**src/rtl/bram_arb_pkg.sv**
```systemverilog
// Shared definitions for the block-RAM port arbiter.
// Holds the FSM state encoding and the address-width helper.
package bram_arb_pkg;

   typedef enum logic [0:0] {
      ST_CLEAR = 1'b0,
      ST_RUN   = 1'b1
   } arb_state_e;

   function automatic int calc_addr_w(input int depth);
      return (depth > 1) ? $clog2(depth) : 1;
   endfunction

endpackage

```
**src/rtl/bram_port_arbiter_rr_arbiter.sv**
```systemverilog
// Round-robin arbiter: one-hot grant to the first request above the pointer.
// The pointer moves to the granted requester when advance is high.
module rr_arbiter #(
   parameter int N = 2
) (
   input  logic         clk,
   input  logic         rst_n,
   input  logic [N-1:0] req,
   input  logic         advance,
   output logic [N-1:0] gnt
);

   localparam int PTR_W = (N > 1) ? $clog2(N) : 1;

   logic [PTR_W-1:0] r_ptr;
   logic [PTR_W-1:0] w_idx_hi;
   logic [PTR_W-1:0] w_idx_lo;
   logic [PTR_W-1:0] w_idx;
   logic             w_hit_hi;
   logic             w_hit_lo;

   // Descending scan: the last hit written is the lowest index, both above
   // the pointer (wins) and overall (wrap-around fallback).
   always_comb begin
      w_hit_hi = 1'b0;
      w_hit_lo = 1'b0;
      w_idx_hi = '0;
      w_idx_lo = '0;
      for (int i = N - 1; i >= 0; i--) begin
         if (req[i]) begin
            w_hit_lo = 1'b1;
            w_idx_lo = PTR_W'(i);
            if (PTR_W'(i) > r_ptr) begin
               w_hit_hi = 1'b1;
               w_idx_hi = PTR_W'(i);
            end
         end
      end
      w_idx = w_hit_hi ? w_idx_hi : w_idx_lo;
      gnt   = '0;
      if (w_hit_lo) begin
         gnt[w_idx] = 1'b1;
      end
   end

   always_ff @(posedge clk) begin
      if (!rst_n) begin
         r_ptr <= PTR_W'(N - 1);
      end else if (advance && w_hit_lo) begin
         r_ptr <= w_idx;
      end
   end

endmodule

```
**src/rtl/bram_port_arbiter.sv**
```systemverilog
// Round-robin sharing of one single-port no-change BRAM between NUM_REQ clients,
// with an optional zero-fill sweep after reset.
//
//   state    | meaning
//   ST_CLEAR | sweeping zeros into every entry, requests held off
//   ST_RUN   | arbitrating requests, one RAM access per cycle
module bram_port_arbiter
   import bram_arb_pkg::*;
#(
   parameter int NUM_REQ        = 2,
   parameter int RAM_WIDTH      = 18,
   parameter int RAM_DEPTH      = 1024,
   parameter int ADDR_W         = calc_addr_w(RAM_DEPTH),
   parameter int CLEAR_ON_RESET = 1
) (
   input  logic                           clka,
   input  logic                           rsta_n,
   input  logic [NUM_REQ-1:0]             req_valid,
   output logic [NUM_REQ-1:0]             req_ready,
   input  logic [NUM_REQ-1:0]             req_we,
   input  logic [NUM_REQ*ADDR_W-1:0]      req_addr,
   input  logic [NUM_REQ*RAM_WIDTH-1:0]   req_wdata,
   output logic [NUM_REQ-1:0]             resp_valid,
   output logic [RAM_WIDTH-1:0]           resp_rdata,
   output logic                           busy_clear,
   output logic                           ram_ena,
   output logic                           ram_wea,
   output logic [ADDR_W-1:0]              ram_addra,
   output logic [RAM_WIDTH-1:0]           ram_dina,
   input  logic [RAM_WIDTH-1:0]           ram_douta
);

   localparam logic [ADDR_W-1:0] LAST_ADDR = ADDR_W'(RAM_DEPTH - 1);

   arb_state_e          r_state;
   arb_state_e          w_state_nxt;
   logic [ADDR_W-1:0]   r_clr_cnt;
   logic [NUM_REQ-1:0]  r_resp_valid;
   logic [NUM_REQ-1:0]  w_arb_req;
   logic [NUM_REQ-1:0]  w_gnt;
   logic                w_issue;

   // Requests are invisible to the arbiter during reset and the sweep, so a
   // pending request is neither granted nor dropped there.
   assign w_arb_req = (rsta_n && (r_state == ST_RUN)) ? req_valid : '0;
   assign w_issue   = |w_gnt;

   rr_arbiter #(
      .N (NUM_REQ)
   ) u_rr_arbiter (
      .clk     (clka),
      .rst_n   (rsta_n),
      .req     (w_arb_req),
      .advance (w_issue),
      .gnt     (w_gnt)
   );

   always_ff @(posedge clka) begin
      if (!rsta_n) begin
         if (CLEAR_ON_RESET != 0) begin
            r_state <= ST_CLEAR;
         end else begin
            r_state <= ST_RUN;
         end
         r_clr_cnt    <= '0;
         r_resp_valid <= '0;
      end else begin
         r_state <= w_state_nxt;
         if (r_state == ST_CLEAR) begin
            r_clr_cnt <= r_clr_cnt + 1'b1;
         end
         r_resp_valid <= w_gnt & ~req_we;
      end
   end

   always_comb begin
      w_state_nxt = r_state;
      req_ready   = '0;
      ram_ena     = 1'b0;
      ram_wea     = 1'b0;
      ram_addra   = '0;
      ram_dina    = '0;
      if (rsta_n) begin
         case (r_state)
            ST_CLEAR: begin
               ram_ena   = 1'b1;
               ram_wea   = 1'b1;
               ram_addra = r_clr_cnt;
               if (r_clr_cnt == LAST_ADDR) begin
                  w_state_nxt = ST_RUN;
               end
            end
            ST_RUN: begin
               req_ready = w_gnt;
               for (int i = 0; i < NUM_REQ; i++) begin
                  if (w_gnt[i]) begin
                     ram_ena   = 1'b1;
                     ram_wea   = req_we[i];
                     ram_addra = req_addr[i*ADDR_W +: ADDR_W];
                     ram_dina  = req_wdata[i*RAM_WIDTH +: RAM_WIDTH];
                  end
               end
            end
            default: ;
         endcase
      end
   end

   assign resp_valid = r_resp_valid & {NUM_REQ{rsta_n}};
   assign resp_rdata = ram_douta;
   assign busy_clear = rsta_n ? (r_state == ST_CLEAR) : (CLEAR_ON_RESET != 0);

endmodule
```
**config.mk**
```make
export PLATFORM = sky130hd
export DESIGN_NAME = bram_port_arbiter
export DESIGN_NICKNAME = d
export VERILOG_FILES = /design/src/rtl/bram_arb_pkg.sv /design/src/rtl/bram_port_arbiter_rr_arbiter.sv /design/src/rtl/bram_port_arbiter.sv
export SDC_FILE = /design/constraint.sdc
export NUM_CORES = 1
export LEC_CHECK = 0
export CAP_MARGIN = 20
export CORE_ASPECT_RATIO = 1.25
export CORE_MARGIN = 4
export CORE_UTILIZATION = 30
export DETAILED_ROUTE_END_ITERATION = 12
export PLACE_DENSITY = 0.95
export SETUP_SLACK_MARGIN = 0.3
export SYNTH_ARGS = -nofsm -noshare
export SYNTH_HDL_FRONTEND = slang
export SYNTH_SLANG_ARGS = --single-unit
export TNS_END_PERCENT = 30
```
**constraint.sdc**
```tcl
create_clock -name clka -period 2.1 [get_ports clka]
set_input_delay 0.21 -clock clka [delete_from_list [all_inputs] [get_ports clka]]
set_output_delay 0.21 -clock clka [all_outputs]
set_load 0.02 [all_outputs]
```
# Word-level counts from Yosys, hierarchy flattened
# Cells that the tools add are included.
[totals]
ff_bits = 14
output_inout_bits = 53
in_bits = 80
[op_classes]
add_sub_neg = 1
n_reduce_logical = 4
muxes = 35
order_cmp = 4
n_eq_ne = 1
bitwise_logic = 4
[op_table]
columns = ["cell", "count"]
rows = [
  ["$mux W18", 4],
  ["$mux W10", 3],
  ["$mux W1", 20],
  ["$pmux W10 S2", 1],
  ["$add A10 B1 Y10 const B", 1],
  ["$eq A10 B10 Y1 const B", 1],
  ["$mux W2", 4],
  ["$and A2 B2 Y2", 2],
  ["$pmux W1 S2", 2],
  ["$logic_and A1 B1 Y1", 3],
  ["$gt A1 B1 Y1 const A", 2],
  ["$lt A1 B2 Y1 const B", 1],
  ["$not A2 Y2", 1],
  ["$reduce_or A2 Y1", 1],
  ["$demux W1 S1", 1],
  ["$ge A1 B1 Y1 const B", 1],
  ["$not A1 Y1", 1],
]

# Logic depth before layout (Yosys ltp)
# Gate-level depths: netlist of the first run.
[logic_depth]
word_depth = 15
mapped_depth = 5

# Cells and area by module
# A second synthesis of the first run with hierarchy kept.
[hier_totals]
cells_unflattened = 156
hier_area_um2 = 1223.7
[modules_own_cells]
columns = ["mod", "seq_area_each_um2", "area_per_inst_um2", "cells_per_inst", "n_inst"]
rows = [
  ["bram_port_arbiter", 260.2, 1164.9, 149, 1],
  ["rr_arbiter", 20.0, 58.8, 7, 1],
]

# Least setup slack after synthesis of the first run
# No wires, ideal clock.
[synth_timing]
path_kind = "flip-flop to output port"
start = "register r_state"
end = "output port ram_addra[2]"
path_stages_with_launch = 5
n_path_buf = 2
t_arrival_ns = 1.363
path_slack_ns = 0.527
path_cell_list = "dfxtp_1 > clkbuf_1 > clkbuf_1 > o21ai_0 > a31oi_1"
[synth_between]
elab_chain_cells = 15
word_cells_on_any_way = 22
[synth_lines]
columns = ["element", "line_no", "source"]
rows = [
  ["start, declared", "bram_port_arbiter.sv:35", "arb_state_e r_state;"],
  ["start signal, assigned", "bram_port_arbiter.sv:68", "r_state <= w_state_nxt;"],
  ["$logic_and A1 B1 Y1", "bram_port_arbiter.sv:45", "assign w_arb_req = (rsta_n && (r_state == ST_RUN)) ? req_valid : '0;"],
  ["$mux W2", "bram_port_arbiter.sv:45", ""],
  ["$mux W1", "bram_port_arbiter_rr_arbiter.sv:30", "if (req[i]) begin"],
  ["$mux W1", "bram_port_arbiter_rr_arbiter.sv:33", "if (PTR_W'(i) > r_ptr) begin"],
  ["$mux W1", "bram_port_arbiter_rr_arbiter.sv:30", ""],
  ["$mux W1", "bram_port_arbiter_rr_arbiter.sv:39", "w_idx = w_hit_hi ? w_idx_hi : w_idx_lo;"],
  ["$lt A1 B2 Y1 (implied by the code) / $ge A1 B1 Y1 (equally long branches)", "bram_port_arbiter_rr_arbiter.sv:42", "gnt[w_idx] = 1'b1;"],
  ["$logic_and A1 B1 Y1 (implied by the code)", "bram_port_arbiter_rr_arbiter.sv:42", ""],
  ["$mux W1 (implied by the code)", "bram_port_arbiter_rr_arbiter.sv:42", ""],
  ["$demux W1 S1", "--", ""],
  ["$mux W2", "bram_port_arbiter_rr_arbiter.sv:41", "if (w_hit_lo) begin"],
  ["$mux W10 (2 in a row)", "bram_port_arbiter.sv:96", "if (w_gnt[i]) begin"],
  ["$pmux W10 S2 (*)", "bram_port_arbiter.sv:84", "case (r_state)"],
  ["$mux W10 (*)", "bram_port_arbiter.sv:83", "if (rsta_n) begin"],
  ["end, declared", "bram_port_arbiter.sv:28", "output logic [ADDR_W-1:0] ram_addra,"],
]
# Every way passes the cells marked *; elsewhere a longest branch is shown, timed or not.

# Worst setup path in the final report of the first run
[layout_timing]
start = "register r_state"
end = "output port ram_dina[3]"
[layout_between]
elab_chain_cells = 15
word_cells_on_any_way = 21
[layout_lines]
columns = ["element", "line_no", "source"]
rows = [
  ["$logic_and A1 B1 Y1", "bram_port_arbiter.sv:45", ""],
  ["$mux W2", "bram_port_arbiter.sv:45", ""],
  ["$mux W1", "bram_port_arbiter_rr_arbiter.sv:30", ""],
  ["$mux W1", "bram_port_arbiter_rr_arbiter.sv:33", ""],
  ["$mux W1", "bram_port_arbiter_rr_arbiter.sv:30", ""],
  ["$mux W1", "bram_port_arbiter_rr_arbiter.sv:39", ""],
  ["$lt A1 B2 Y1 (implied by the code) / $ge A1 B1 Y1 (equally long branches)", "bram_port_arbiter_rr_arbiter.sv:42", ""],
  ["$logic_and A1 B1 Y1 (implied by the code)", "bram_port_arbiter_rr_arbiter.sv:42", ""],
  ["$mux W1 (implied by the code)", "bram_port_arbiter_rr_arbiter.sv:42", ""],
  ["$demux W1 S1", "--", ""],
  ["$mux W2", "bram_port_arbiter_rr_arbiter.sv:41", ""],
  ["$mux W18 (2 in a row)", "bram_port_arbiter.sv:96", ""],
  ["$mux W18 (*)", "bram_port_arbiter.sv:84", ""],
  ["$mux W18 (*)", "bram_port_arbiter.sv:83", ""],
  ["end, declared", "bram_port_arbiter.sv:29", "output logic [RAM_WIDTH-1:0] ram_dina,"],
]
# Marked as above.

==> results.yml, run 1 <==
sta:
  setup_viol_count_final: 0
  setup_slack_ps: 273
  finalHoldViolations: 0
  timing.fmax_mhz: 547
  rsz0062_at_grt: "true"
  period_share_pct: 87.0
  finClkSkew_ps: 0.893
  period_needed_ps: 1830
  tightest_slew_ps: 240
  slew_viol_final: 0
  max_slew_margin_pct: 84.0
logic_synthesis:
  seq_area_frac_synth_pct: 23.2
  synthTopCellsByArea: "dfxtp_1, a22o_1, buf_4, nand3_1, o21ai_0"
  yosys.area.top_type: "dfxtp_1"
  ys_warn_count: 0
  ys_types: 33
  netlist.area_leader.share_pct: 23.2
  synth_nets: 240
  syn_avg_cell_area_um2: 7.61
  ys_ff_latch: 14
  synth-edff-count: 0
  synth_ff_type: "dfxtp_1"
  synthCells: 159
  syn_area_um2: 1210
  async_flop_share_pct: 0
setup_path:
  path_class: "flop to primary output"
  cpPeakStageDelay_ps: 330
  cp_data_arrival_time_ps: 1620
  cp.required_ps: 1890
  crit_slowest_cell: "dfxtp_2"
  end_kind: "primary output"
  cp_num_buf_inv: 2
  worst-r2r-cell-count: 4
  crit_chain: "and2_4 > and3_4 > buf_12 > a22o_1 > dlygate4sd2_1"
  critPathLaunchType: "flop"
  path_depth: 5
  worstPathMaxFanout: 10
  crit_family: "buffers and inverters"
drt:
  wl_met2_mm: 2.52
  drtAntennaViolNets: 0
  drt_iter0_drc: 87
  wl_met3_um: 475
  met1_length_mm: 1.74
  wire_per_inst_um: 16.1
  drtPass1Iterations: 4
  wirelength_mm: 4.82
  top_layer: "met4"
  drc: 0
  vias_per_cell: 5.20
  num_vias: 1561
floorplanning:
  start_util_pct: 31.4
  num_io_pins: 133
  die_x_um: 64.8
  rows: 25
  fp.dieH_um: 79
  die_area_um2: 5120
  core_um2: 3850
cts:
  insertion_delay_ps: 250
  cts_sinks: 14
  cts_buffers: 3
  clk_pin_slew_worst_paths_ps: 60
  cts_root_buffer: "clkbuf_8"
  cts_max_level: 1
  cts_tree: "done"
  cts-hold-fix-buffers: 0
  clock_path_buffers: 2
global_routing:
  grt_max_degree: 31
  gr-total-overflow: 0
  antenna_found_initial: 0
  grt_pass1_wl_mm: 7.30
  grt_pass1_vias: 1570
  track_usage_pct: 17.8
pwr:
  power.total_w: 0.000725
  p_comb_share_pct: 25.5
  irDropWorstVdd_v: 0.000209
  netSwitchingPower_w: 0.000162
  power.share.sequential_pct: 38.1
  internal_power_w: 0.000563
  switching_share_pct: 22.3
  powerDensity_nw_per_um2: 319
  leakagePower_nw: 0.979
  power_frac_clock_pct: 36.5
final_layout:
  syn_to_final_growth_pct: 87.7
  fillers: 340
  design_area_um2: 2270
  layout-drive-gt1-share_pct: 19.9
  nets: 328
  antennaDiodeCount: 0
place:
  dp_hpwl_mm: 3.73
  io_buffers: 96
  place_congestion: 0.797
  dp_slack_ps: -306
  dpl_cell_area_um2: 2200
worst_hold_path:
  hold_class: "primary input to primary output"
  whs_path_depth: 0
status:
  status: "completed"
flow_run:
  cap_violations: 0
==> power groups by stage <==
| stage | sequential, W | combinational [W] | clock, W |
|---|---|---|---|
| after detailed placement | 0.000283 | 0.000186 | 0 |
| final | 0.000276 | 0.000185 | 0.000264 |
| after CTS | 0.000277 | 0.000185 | 0.000270 |
| after floorplan | 0.000283 | 0.0000857 | 0 |
| after global routing | 0.000276 | 0.000199 | 0.000278 |
| after global placement | 0.000282 | 0.000183 | 0 |
==> cells by family after synthesis <==
group	Yosys count	share of synthesized area, %
mux	1	0.827
xor+xnor	4	2.90
simple gates	51	24.8
fa+ha+maj	1	1.03
buf+inv	34	16.6
flops	14	23.2
compound gates	54	30.6
==> layer usage <==
layer	vias to the layer above	GRT usage (%)
li1	746	-
met3	13	3.54
met1	726	18.3
met4	0	6.77
met5	-	0
met2	76	34.5
==> area by class of cell <==
type	count	area [um2]	share of cell area, %
multi-input cells	111	754	33.2
flip-flops and latches	14	285	12.6
well taps	54	67.6	2.98
repair buffers	114	1100	48.3
clock buffers	4	55.1	2.42
inverters	3	11.3	0.496
==> cell usage after synthesis (2+ instances only) <==
| cell | instances |
|---|---|
| a21boi_0 | 2 |
| a21oi_1 | 7 |
| a22o_1 | 18 |
| a31oi_1 | 9 |
| and2_1 | 5 |
| and3_1 | 2 |
| buf_2 | 5 |
| buf_4 | 18 |
| clkbuf_1 | 8 |
| dfxtp_1 | 14 |
| inv_1 | 3 |
| nand2_1 | 3 |
| nand3_1 | 20 |
| nor2_1 | 7 |
| nor2b_1 | 3 |
| o21ai_0 | 13 |
| o31ai_1 | 2 |
| or3_2 | 2 |
| or4_1 | 2 |
| xor2_1 | 3 |
==> metrics by stage <==
step / cells / hold WS, ps / utilization, % / TNS (ps)
after floorplan: 159 / 282 / - / 0
after global placement: 295 / 420 / 57.2 / -5540
after detailed placement: 295 / 420 / 57.2 / -8010
after CTS: 299 / 420 / 58.3 / 0
after global routing: 300 / 420 / 59.0 / 0
final: 300 / 420 / 59.0 / 0
==> cells in the final DEF, fill, tap and decap left out, drive strengths merged, types with 9 or more instances in the layout <==
cell type / count
buf: 21
o21ai: 13
dfxtp: 14
nand3: 20
clkdlybuf4s50: 60
clkdlybuf4s15: 11
a31oi: 9
dlygate4sd2: 11
a22o: 18
clkbuf: 12
==> state kept, by name (all words and copies together), names as in the netlist <==
register            flops
u_rr_arbiter.r_ptr      1
r_state                 1
r_resp_valid            2
r_clr_cnt              10
==> worst paths after layout <==
path / startpoint / to / slack (ps)
max reg2reg: r_clr_cnt[0] / r_clr_cnt[8] / 600
min: ram_douta[11] / resp_rdata[11] / 420
max: r_state / ram_dina[3] / 270
min reg2reg: r_clr_cnt[9] / r_clr_cnt[9] / 510
==> timing repair <==
| item | 4_1_cts | 5_1_grt |
|---|---|---|
| endpoints found under the setup margin | 35 | 35 |
| resized for setup | 66 | 32 |
| buffers inserted | 0 | 0 |
| cloned | 0 | 1 |
| pin swaps | 0 | 3 |
Note: power is estimated with default switching activity, not from simulation.
==> run 2: changes to the inputs <==
--- a/config.mk
+++ b/config.mk
@@ -11,7 +11,6 @@
 export CORE_UTILIZATION = 30
 export DETAILED_ROUTE_END_ITERATION = 12
 export PLACE_DENSITY = 0.95
-export SETUP_SLACK_MARGIN = 0.3
 export SYNTH_ARGS = -nofsm -noshare
 export SYNTH_HDL_FRONTEND = slang
 export SYNTH_SLANG_ARGS = --single-unit
==> run 2 against run 1 <==
  * Sequential power about the same
  * Largest cell class unchanged
  * Critical endpoint is now ram_ena
  * Maximum frequency fell by 10%
  * Final area down 2.3%
  * Total power about the same
  * Critical path depth is 1 higher
==> results.yml, run 2 (synthesis gave the netlist of run 1 again) <==
status:
  status: "completed"
final_layout:
  multi_input_area_um2: 733
  layout-drive-gt1-share_pct: 11.4
  syn_to_final_growth_pct: 83.4
  regMostFlops: "r_clr_cnt"
  top_regs: "r_clr_cnt x10, r_resp_valid x2"
  antennaDiodeCount: 0
  nets: 327
  fillers: 359
  regArea_um2: 280
  largest_reg_flops: 10
  final_common_cell: "clkdlybuf4s50_1"
  design_area_um2: 2220
  layout_common_cells: "clkdlybuf4s50_1, dlygate4sd2_1, nand3_1"
global_routing:
  grt_pass1_vias: 1565
  gr-total-overflow: 0
  antenna_found_initial: 0
  grt_max_degree: 31
  track_usage_pct: 17.8
  grt_pass1_wl_mm: 7.29
cts:
  post_cts_resize_count: 35
  cts_root_buffer: "clkbuf_8"
  insertion_delay_ps: 250
  cts_buffers: 3
  clock_path_buffers: 2
  cts_max_level: 1
  cts_tree: "done"
  cts_sinks: 14
  cts_setup_buffers: 0
  cts-hold-fix-buffers: 0
drt:
  drt_iter0_drc: 59
  wirelength_mm: 4.63
  vias_per_cell: 5.11
  drtPass1Iterations: 4
  drc: 0
  num_vias: 1529
  wire_per_inst_um: 15.5
  drtAntennaViolNets: 0
setup_path:
  critPathLaunchType: "primary input"
  cp.required_ps: 1890
  cp_num_buf_inv: 5
  cp_data_arrival_time_ps: 1830
  crit_slowest_cell: "clkdlybuf4s50_1"
  crit_chain: "clkdlybuf4s50_1 > buf_4 > buf_4 > inv_1 > a21oi_1 > clkdlybuf4s50_1"
  worstPathMaxFanout: 15
  cpPeakStageDelay_ps: 620
  path_class: "primary input to primary output"
  end_kind: "primary output"
  crit_family: "buffers and inverters"
floorplanning:
  core_um2: 3850
  die_x_um: 64.8
  fp.dieH_um: 79
  num_io_pins: 133
  rows: 25
  die_area_um2: 5120
  start_util_pct: 31.4
sta:
  slew_viol_final: 0
  period_needed_ps: 2040
  period_share_pct: 97.0
  setup_slack_ps: 64.0
  setup_viol_count_final: 0
  finalHoldViolations: 0
  rsz0062_at_grt: "false"
  max_slew_margin_pct: 82.0
  timing.fmax_mhz: 491
  tightest_slew_ps: 269
  finClkSkew_ps: 1.15
pwr:
  powerDensity_nw_per_um2: 327
  leakagePower_nw: 0.989
  irDropWorstVdd_v: 0.000209
worst_hold_path:
  hold_class: "primary input to primary output"
place:
  dpl_cell_area_um2: 2200
  dp_slack_ps: -306
  dp_hpwl_mm: 3.73
  place_congestion: 0.797
  io_buffers: 96
flow_run:
  cap_violations: 0
run 2: worst reg2reg max path: stages (launching register included):
cell	delay [ps]
dfxtp_1	310
buf_4	220
nand4b_4	250
or4_1	520
a21oi_1	150
run 2: per-stage QoR:
| stage | hold WS (ps) | cells | TNS [ps] | power, W | utilization [%] |
|---|---|---|---|---|---|
| 4_1_cts | 420 | 299 | 0 | 0.000732 | 57.8 |
| 3_3_place_gp | 420 | 295 | -5540 | 0.000466 | 57.2 |
| 3_5_place_dp | 420 | 295 | -8010 | 0.000469 | 57.2 |
| 5_1_grt | 420 | 299 | 0 | 0.000753 | 57.7 |
| 6_report | 420 | 299 | 0 | 0.000725 | 57.7 |
| 2_1_floorplan | 282 | 159 | 0 | 0.000369 | - |
run 2: power breakdown:
group	internal, W	switching, W	leakage, nW
Sequential	0.000271	0.00000633	0.113
Clock	0.000166	0.0000974	0.0288
Combinational	0.000129	0.0000558	0.846
Total	0.000566	0.000160	0.989
run 2: layout make-up:
class | count | area share, %
well taps | 54 | 3.05
flip-flops and latches | 14 | 12.6
multi-input cells | 111 | 33.1
repair buffers | 113 | 48.3
inverters | 3 | 0.508
clock buffers | 4 | 2.48
run 2: path summary, 6_finish.rpt:
| path | start | to | slack [ps] | cells after the start |
|---|---|---|---|---|
| worst max-delay path | rsta_n | ram_ena | 60 | 6 |
| worst min-delay path | ram_douta[0] | resp_rdata[0] | 420 | 0 |
| worst max register to register | r_state | r_clr_cnt[9] | 580 | 4 |
| worst min register to register | r_clr_cnt[9] | r_clr_cnt[9] | 500 | 2 |
run 2: layer usage:
metal / vias to the layer above / global-route usage, % / part of all wire [%]
li1: 741 / - / -
met1: 701 / 18.3 / 37
met2: 74 / 34.4 / 52
met3: 13 / 3.54 / 9.0
met4: 0 / 6.77 / 1.7
met5: - / 0 / 0
